### config.mk
export PLATFORM = sky130hd
export DESIGN_NAME = mem_arbiter
export DESIGN_NICKNAME = d
export VERILOG_FILES = /design/src/rtl/mem_arbiter_pkg.sv /design/src/rtl/mem_arbiter.sv
export SDC_FILE = /design/constraint.sdc
export NUM_CORES = 1
export LEC_CHECK = 0
export CAP_MARGIN = 20
export CORE_ASPECT_RATIO = 1.25
export CORE_MARGIN = 3
export CORE_UTILIZATION = 40
export DETAILED_ROUTE_END_ITERATION = 7
export PLACE_DENSITY = 0.81
export SLEW_MARGIN = 20
export SYNTH_ARGS = -nofsm -noshare
export SYNTH_HDL_FRONTEND = slang
export SYNTH_SLANG_ARGS = --single-unit
export TNS_END_PERCENT = 100
### constraint.sdc
create_clock -name clk -period 2 [get_ports clk]
set_clock_uncertainty 0.05 [all_clocks]
set_input_delay 0.5 -clock clk [delete_from_list [all_inputs] [get_ports clk]]
set_output_delay 0.5 -clock clk [all_outputs]
set_load 0.1 [all_outputs]
### src/rtl/mem_arbiter_pkg.sv
// Shared CPU package: arbiter FSM encoding and requester identifiers.
package mem_arbiter_pkg;

    typedef enum logic [1:0] {
        IDLE  = 2'd0,
        ISSUE = 2'd1,
        WAIT  = 2'd2,
        ACK   = 2'd3
    } arb_state_t;

    typedef enum logic {
        ID_FETCH = 1'b0,
        ID_DATA  = 1'b1
    } req_id_t;

    localparam int RUN_W  = 4;
    localparam int WAIT_W = 2;

endpackage

### src/rtl/mem_arbiter.sv
// Single-port RAM arbiter between instruction fetch and data access.
// Data has priority; fetch is forced through after a run of data grants.
module mem_arbiter
    import mem_arbiter_pkg::*;
#(
    parameter int RAM_LATENCY  = 1,
    parameter int MAX_DATA_RUN = 4
) (
    input  logic        clk,
    input  logic        reset,
    input  logic        if_req,
    input  logic [31:0] if_addr,
    output logic        if_ack,
    output logic [31:0] if_rdata,
    input  logic        d_req,
    input  logic        d_we,
    input  logic [31:0] d_addr,
    input  logic [31:0] d_wdata,
    output logic        d_ack,
    output logic [31:0] d_rdata,
    output logic        d_misalign,
    output logic [29:0] ram_addr,
    output logic [31:0] ram_data,
    output logic        ram_wren,
    input  logic [31:0] ram_q,
    output logic        busy
);

    localparam logic [RUN_W-1:0] RUN_MAX = RUN_W'(MAX_DATA_RUN);
    localparam logic [WAIT_W-1:0] WAIT_LAST =
        WAIT_W'((RAM_LATENCY > 1) ? RAM_LATENCY - 2 : 0);

    arb_state_t        r_state;
    arb_state_t        w_next;
    req_id_t           r_gnt;
    logic              r_we;
    logic [31:0]       r_addr;
    logic [31:0]       r_wdata;
    logic [31:0]       r_if_rdata;
    logic [31:0]       r_d_rdata;
    logic [RUN_W-1:0]  r_run;
    logic [WAIT_W-1:0] r_wait;

    logic w_idle;
    logic w_any;
    logic w_fetch_wins;
    logic w_grant;

    assign w_idle       = (r_state == IDLE);
    assign w_any        = if_req | d_req;
    assign w_fetch_wins = if_req & (~d_req | (r_run == RUN_MAX));
    assign w_grant      = w_idle & w_any;

    always_ff @(posedge clk) begin
        if (reset) r_state <= IDLE;
        else       r_state <= w_next;
    end

    always_comb begin
        w_next = r_state;
        unique case (r_state)
            IDLE:    if (w_any) w_next = ISSUE;
            ISSUE:   w_next = (RAM_LATENCY == 1) ? ACK : WAIT;
            WAIT:    if (r_wait == WAIT_LAST) w_next = ACK;
            ACK:     w_next = IDLE;
            default: w_next = IDLE;
        endcase
    end

    always_ff @(posedge clk) begin
        if (reset) begin
            r_gnt      <= ID_FETCH;
            r_we       <= 1'b0;
            r_addr     <= '0;
            r_wdata    <= '0;
            r_if_rdata <= '0;
            r_d_rdata  <= '0;
            r_run      <= '0;
            r_wait     <= '0;
        end else begin
            if (w_grant) begin
                r_gnt   <= w_fetch_wins ? ID_FETCH : ID_DATA;
                r_addr  <= w_fetch_wins ? if_addr : d_addr;
                r_we    <= ~w_fetch_wins & d_we;
                r_wdata <= d_wdata;
            end

            if (r_state == ISSUE)     r_wait <= '0;
            else if (r_state == WAIT) r_wait <= r_wait + 1'b1;

            if (r_state == ACK) begin
                if (r_gnt == ID_FETCH) r_if_rdata <= ram_q;
                else if (!r_we)        r_d_rdata  <= ram_q;
            end

            // Run length only matters while fetch is actually waiting.
            if (!if_req)
                r_run <= '0;
            else if (w_grant && w_fetch_wins)
                r_run <= '0;
            else if (w_grant && r_run != RUN_MAX)
                r_run <= r_run + 1'b1;
        end
    end

    assign if_ack     = (r_state == ACK) && (r_gnt == ID_FETCH);
    assign d_ack      = (r_state == ACK) && (r_gnt == ID_DATA);
    assign if_rdata   = if_ack ? ram_q : r_if_rdata;
    assign d_rdata    = (d_ack && !r_we) ? ram_q : r_d_rdata;
    assign d_misalign = d_ack && (r_addr[1:0] != 2'b00);
    assign ram_addr   = r_addr[31:2];
    assign ram_data   = r_wdata;
    assign ram_wren   = (r_state == ISSUE) && r_we;
    assign busy       = !w_idle;

endmodule

==> impl_results.md, run 1 <==
* Cell Area, Synth at 0.00587 mm²
* Nets at just under 1000
* Initial Util at 0.416
* Diodes inserted at 0
* Max Clk Rate at 407 MHz
* Register area at roughly 0.0028 mm²
* Reg2reg end: r_run[3]
* Synth Instances at 600
* Final Setup Violations at 68
* Slew Viols, Final at 0
* Via count at 5581
* Design Area, Final at 0.0110 mm²
* # port buffers at 263
* Placed inst area at about 0.01 mm²
* Yosys reg bits at 138
* Drt via density at 5.44
* Most used DFF post-synth: dfxtp_1
* Max_slew headroom at 0.630
* Die X at 114 µm
* Flop-to-flop setup slack at 0.07 ns
* CTS Root Cell: clkbuf_16
* Area of the multi-input gates at about 0.0029 mm²
* Final WS setup at -0.457 ns
* DRT iter0 DRCs at ~420
* Largest net degree at the start of global routing at 53
* GR Util All Layers at 0.246
* Remaining antenna violation count after routing at 0
* Routability Congestion at 0.952
* Status: finished, violations left
* Die height at between 100 and 150 µm
* RSZ-0062 raised after global routing: true
* Number of core rows at 48
* Reg clk slew, reported paths at 0.06 ns
* DR pass1 iterations at 5
* Die Footprint at 0.0162 mm²
* CP Data Arrival Time at 1.91 ns
* Count leader, synth: dfxtp_1
* Post-synth EDFFs at 0
* Synth top cells by count: dfxtp_1, a21oi_1, nand2_1
* CTS tree: done
* Maximum VDD drop at between 0.7 and 0.8 mV
* WP data required at 1.45 ns
* Max-Cap Viols at 0
* Sink Count at 138
* Worst skew pair latency at 0.40 ns
* Share of flip-flops with an asynchronous set or reset at 0
* Crit path to: if_rdata[16]
* Post-synth top area share at 0.470
* Reg2Reg Depth at 8
* Overall power at 10200 µW
* Drt total wl at 21100 µm
* CP Capture Type: primary output
* Mean Syn Cell Area at between 9 and 10 µm²
* Utilization after layout at 0.783
* Cell taking the most area after synthesis: dfxtp_1
* Tcrit/Tclk final at 1.23
* First-pass GRT wire length at between 30000 and 40000 µm
* IO Pins at 264
* Final min period at 2.46 ns
* CP max FO at 6
* Core Area at 0.0141 mm²
* Critical Path Start Type: register
* Number of buffers created by CTS at 17
* Max Root-Sink Buffers at 2
* Vias in the first global route at 5974
* Fillers at 803
* Power Dens Cells at ~930 mW/mm²
* Violated checks: negative setup slack
* Wire per inst at around 20 µm
* Post-Syn Nets at between 700 and 800
* Worst Hold Slack at 0.414 ns
* Share of post-route cells with drive strength above 1 at 0.333
* Hold Startpoint: reset
* Area contributors post-synth: dfxtp_1, mux2_1, nor2b_1
* P&R area growth vs syn at 88.1%
* H-tree levels at 4
* WS Path Type: register to primary output
* Hold_buf cts at 0
* Worst flop-to-flop path startpoint: r_state[1]
* Min-delay worst type: input pin to register
* Post-synthesis sequential area ratio at 0.470
* Antenna violations before repair at 0
* Drt drc at 0
* Distinct cells, synth at 36
* Hold Fails Final Rpt at 0
* Aggregate global routing overflow at 0
* Final TNS setup at -28.44 ns
* Crit path launch: r_state[1]
* Ys Warns at 0
* Tightest Pin Transition at about 0.55 ns
* Final HPWL DP at 14100 µm
* Leak Pwr at roughly 0.0044 µW
## worst max-delay path: stages, from the launching register on
cell       delay [ns]
dfxtp_4          0.36
ha_4             0.16
buf_6            0.12
nand2b_4         0.17
clkbuf_16        0.20
mux2_4           0.32
buf_12           0.17
## final cells by class
type | instances | area share
repair buffers | 304 | 0.406
inverters | 9 | 0.00442
multi-input cells | 368 | 0.264
clock inverters | 13 | 0.0161
flip-flops and latches | 138 | 0.251
well taps | 175 | 0.0198
clock buffers | 18 | 0.0388
## worst min path at each step
| stage | end | slack, ns | cells after the start |
|---|---|---|---|
| 2_1_floorplan | r_we | 0.41 | 2 |
| 5_1_grt | r_we | 0.42 | 2 |
| 4_1_cts | r_we | 0.41 | 2 |
| 3_3_place_gp | ram_data[9] | 0.43 | 2 |
| 3_5_place_dp | ram_data[8] | 0.44 | 2 |
| 6_report | r_we | 0.41 | 2 |
## through the flow
stage          std cells  worst slack, ns
2_1_floorplan        600          -0.0581
3_3_place_gp         978          -0.0543
3_5_place_dp         978           -0.139
4_1_cts             1020           -0.505
5_1_grt             1025           -0.499
6_report            1025           -0.457
## routing by layer
layer  part of all wire  GRT usage
met3              0.097     0.0849
met5                  0          0
met1               0.35      0.269
met4              0.031     0.0801
met2               0.52      0.442
## sequential cells by signal, summed over array words and instances (netlist names)
signal and count:
r_run 4, r_gnt 1, ram_data 32, r_if_rdata 32, r_d_rdata 32, r_addr 32
r_state 2, r_wait 2, r_we 1
## power breakdown
| group | total [µW] | internal (µW) | switching [µW] |
|---|---|---|---|
| combinational | 3850 | 1530 | 2320 |
| sequential | 3100 | 2940 | 166 |
| clock | 3270 | 2070 | 1190 |
| total | 10200 | 6540 | 3680 |
## kinds of logic after synthesis
family,count (synthesis),share of synthesized area
buffers and inverters,94,0.0846
AO/OA/AOI/OAI,145,0.172
XOR/XNOR,1,0.00149
flip-flops,138,0.470
AND/OR/NAND/NOR,150,0.132
multiplexers,65,0.124
adder cells (fa/ha/maj),7,0.0149
## layout by cell type, fill, tap and decap left out, types with 2 or more instances in the layout
cell type and n:
nor3_1 2, buf_4 22, inv_1 5, a21oi_1 67, o21ai_1 3, clkinv_4 2
mux2_4 64, clkbuf_16 20, clkinvlp_4 4, clkinv_2 5, bufinv_16 4, buf_8 2
dfxtp_1 136, a221oi_1 2, ha_4 3, nand2_1 65, dfxtp_4 2, nor2_1 2
nor2b_1 64, clkdlybuf4s50_1 131, a32oi_1 33, buf_12 139, o2111ai_1 32, nand3_1 4
ha_1 4, nand3b_1 2, buf_6 5, nand2b_1 2
## repair_timing
| action | 4_1_cts | 5_1_grt |
|---|---|---|
| buffers inserted | 8 | 2 |
| pin swaps | 3 | 3 |
| endpoints found under the setup margin | 69 | 88 |
| gates cloned | 3 | 4 |
| resized for setup | 77 | 9 |
Power figures use the tool's default switching activity.
==> run 2, diff against run 1 <==
- MAX_ROUTING_LAYER: not set -> met4
- clock period: 2 -> 2.35 ns (I/O delays scaled with it)
==> impl_results.md, run 2 (synthesized netlist as in run 1, its figures left out) <==
* Status: finished, violations left
* Violated checks: negative setup slack
* Reg clk slew, reported paths at 0.06 ns (about the same)
* Sink Count at 138 (unchanged)
* Min-delay worst type: register to register
* Nets at 960 (-1.8%)
* Post-route insts no fill at 1007 (-1.8%)
* Tcrit/Tclk final at 1.06
* WS Path Type: register to primary output
* Share of post-route cells with drive strength above 1 at 0.309 (-0.0240)
* Combinational power share at 0.354 (-0.023)
* Initial Util at 0.416 (unchanged)
* Leak Pwr at 0.00402 µW (-9.6%)
* Worst skew pair latency at 0.39 ns (about the same)
* CP max FO at 8 (+2)
* Met2 wire length at 9750 µm (-11%)
* Most common cell after layout, fill and taps aside: dfxtp_1
* Worst slack at placement at 0.0965 ns (+0.235 ns)
* Hold_buf cts at 0 (unchanged)
* WP data required at 1.71 ns (+0.26 ns)
* Antenna violations before repair at 0 (unchanged)
* CTS tree: done
* Clock power frac at 0.324 (+0.005)
* DRT iter0 DRCs at 302 (-29%)
* CP Data Arrival Time at 1.84 ns (-0.07 ns)
* Area of the multi-input gates at 0.00280 mm² (-4.1%)
* Final HPWL DP at 12900 µm (-8.2%)
* CP Capture Type: primary output
* Routability Congestion at 0.856 (-10%)
* Max Root-Sink Buffers at 2 (unchanged)
* Worst Hold Slack at 0.403 ns (-0.0102 ns)
* Placed insts at 967 (-1.1%)
* Utilization after layout at 0.698 (-0.0850)
* # port buffers at 263 (unchanged)
* Power Dens Cells at 814 mW/mm² (-12%)
* Remaining antenna violation count after routing at 0 (unchanged)
* Max-Cap Viols at 0 (unchanged)
* Die Footprint at 0.0162 mm² (unchanged)
* Aggregate global routing overflow at 0 (unchanged)
* Met1 Wirelength at 7040 µm (-5.6%)
* Drt total wl at 18900 µm (-10%)
* Slew Viols, Final at 0 (unchanged)
* CTS Root Cell: clkbuf_16
* Vias in the first global route at 5681 (-4.9%)
* Tightest Pin Transition at 0.538 ns (-0.0167 ns)
* Wire per inst at 18.8 µm (-8.8%)
* Critical Path Start Type: register
* Max_slew headroom at 0.641 (+0.0111)
* Drt via density at 5.34 (-1.9%)
* Maximum VDD drop at 0.549 mV (-22%)
* GR Util All Layers at 0.230 (-0.0164)
* First-pass GRT wire length at 29000 µm (-8.5%)
* Flop pwr share at 0.322 (+0.018)
* Via count at 5378 (-3.6%)
* Final WS setup at -0.130 ns (+0.327 ns)
* Hold Fails Final Rpt at 0 (unchanged)
* Largest net degree at the start of global routing at 70 (+32%)
* Fillers at 995 (+24%)
* Top Layer Used: met4
* RSZ-0062 raised after global routing: true
* Die X at 114 µm (unchanged)
* IO Pins at 264 (unchanged)
* Internal power at 5050 µW (-23%)
* Drt drc at 0 (unchanged)
* P&R area growth vs syn at 67.7%
* Die height at 141 µm (unchanged)
* Switching share of total power at 0.371 (+0.0107)
* Register area at 0.00277 mm² (about the same)
* Wire length on met3 at 1740 µm (-15%)
* Diodes inserted at 0 (unchanged)
* Final min period at around 2.5 ns
* DR pass1 iterations at 4 (-1)
* Number of core rows at 48 (unchanged)
* H-tree levels at 4 (unchanged)
* Max Clk Rate at 403 MHz
* Final Setup Violations at 64 (-5.9%)
* Number of buffers created by CTS at 17 (unchanged)
* Commonest non-fill, non-tap cells in the layout: dfxtp_1, clkdlybuf4s50_1, buf_4, buf_12, a21oi_1
* Core Area at 0.0141 mm² (unchanged)
* Sw power at 2970 µW (-19%)
[run 2: cell type report]
type | count | area share
repair buffers | 286 | 0.350
multi-input cells | 368 | 0.284
flip-flops and latches | 138 | 0.281
clock buffers | 21 | 0.0468
well taps | 175 | 0.0222
clock inverters | 10 | 0.0119
inverters | 9 | 0.00343
[run 2: worst paths after layout]
| path | slack, ns | start | depth (start not counted) | end |
|---|---|---|---|---|
| max reg2reg | 0.53 | r_state[1] | 6 | r_run[3] |
| min | 0.40 | ram_data[4] | 2 | ram_data[4] |
| max | -0.13 | r_state[0] | 6 | d_rdata[11] |
| min reg2reg | 0.40 | ram_data[4] | 2 | ram_data[4] |
[run 2: power by group through the flow]
stage	logic, µW	clock network [µW]	registers (µW)
finish	2840	2600	2580
global route	2950	2770	2590
CTS	2830	2670	2580
detailed placement	2760	0	2630
global placement	2720	0	2620
floorplan	1540	0	2980
[run 2: worst max-delay path: stages (launching register included)]
cell and delay, ns:
dfxtp_4 0.35, ha_4 0.16, nand3b_1 0.10, buf_6 0.16, buf_12 0.16, mux2_4 0.33
buf_12 0.17
[run 2: what timing repair did]
| item | 4_1_cts | 5_1_grt |
|---|---|---|
| setup endpoints to repair | 65 | 65 |
| setup buffers | 7 | 1 |
| cloned | 3 | 1 |
| pin swaps | 2 | 1 |
| gates resized for setup | 82 | 5 |
[run 2: per-layer routing]
metal	GRT usage	vias up
met5	-	-
met4	0.0707	0
met3	0.0806	27
met2	0.395	247
met1	0.248	2555
li1	-	2549
[run 2: through the flow]
stage / power (µW) / area [µm²] / setup TNS, ns
2_1_floorplan: 4530 / 5880 / 0
3_3_place_gp: 5330 / 8960 / 0
3_5_place_dp: 5390 / 8960 / 0
4_1_cts: 8080 / 9870 / -9.05
5_1_grt: 8310 / 9850 / -10.80
6_report: 8020 / 9850 / -6.69
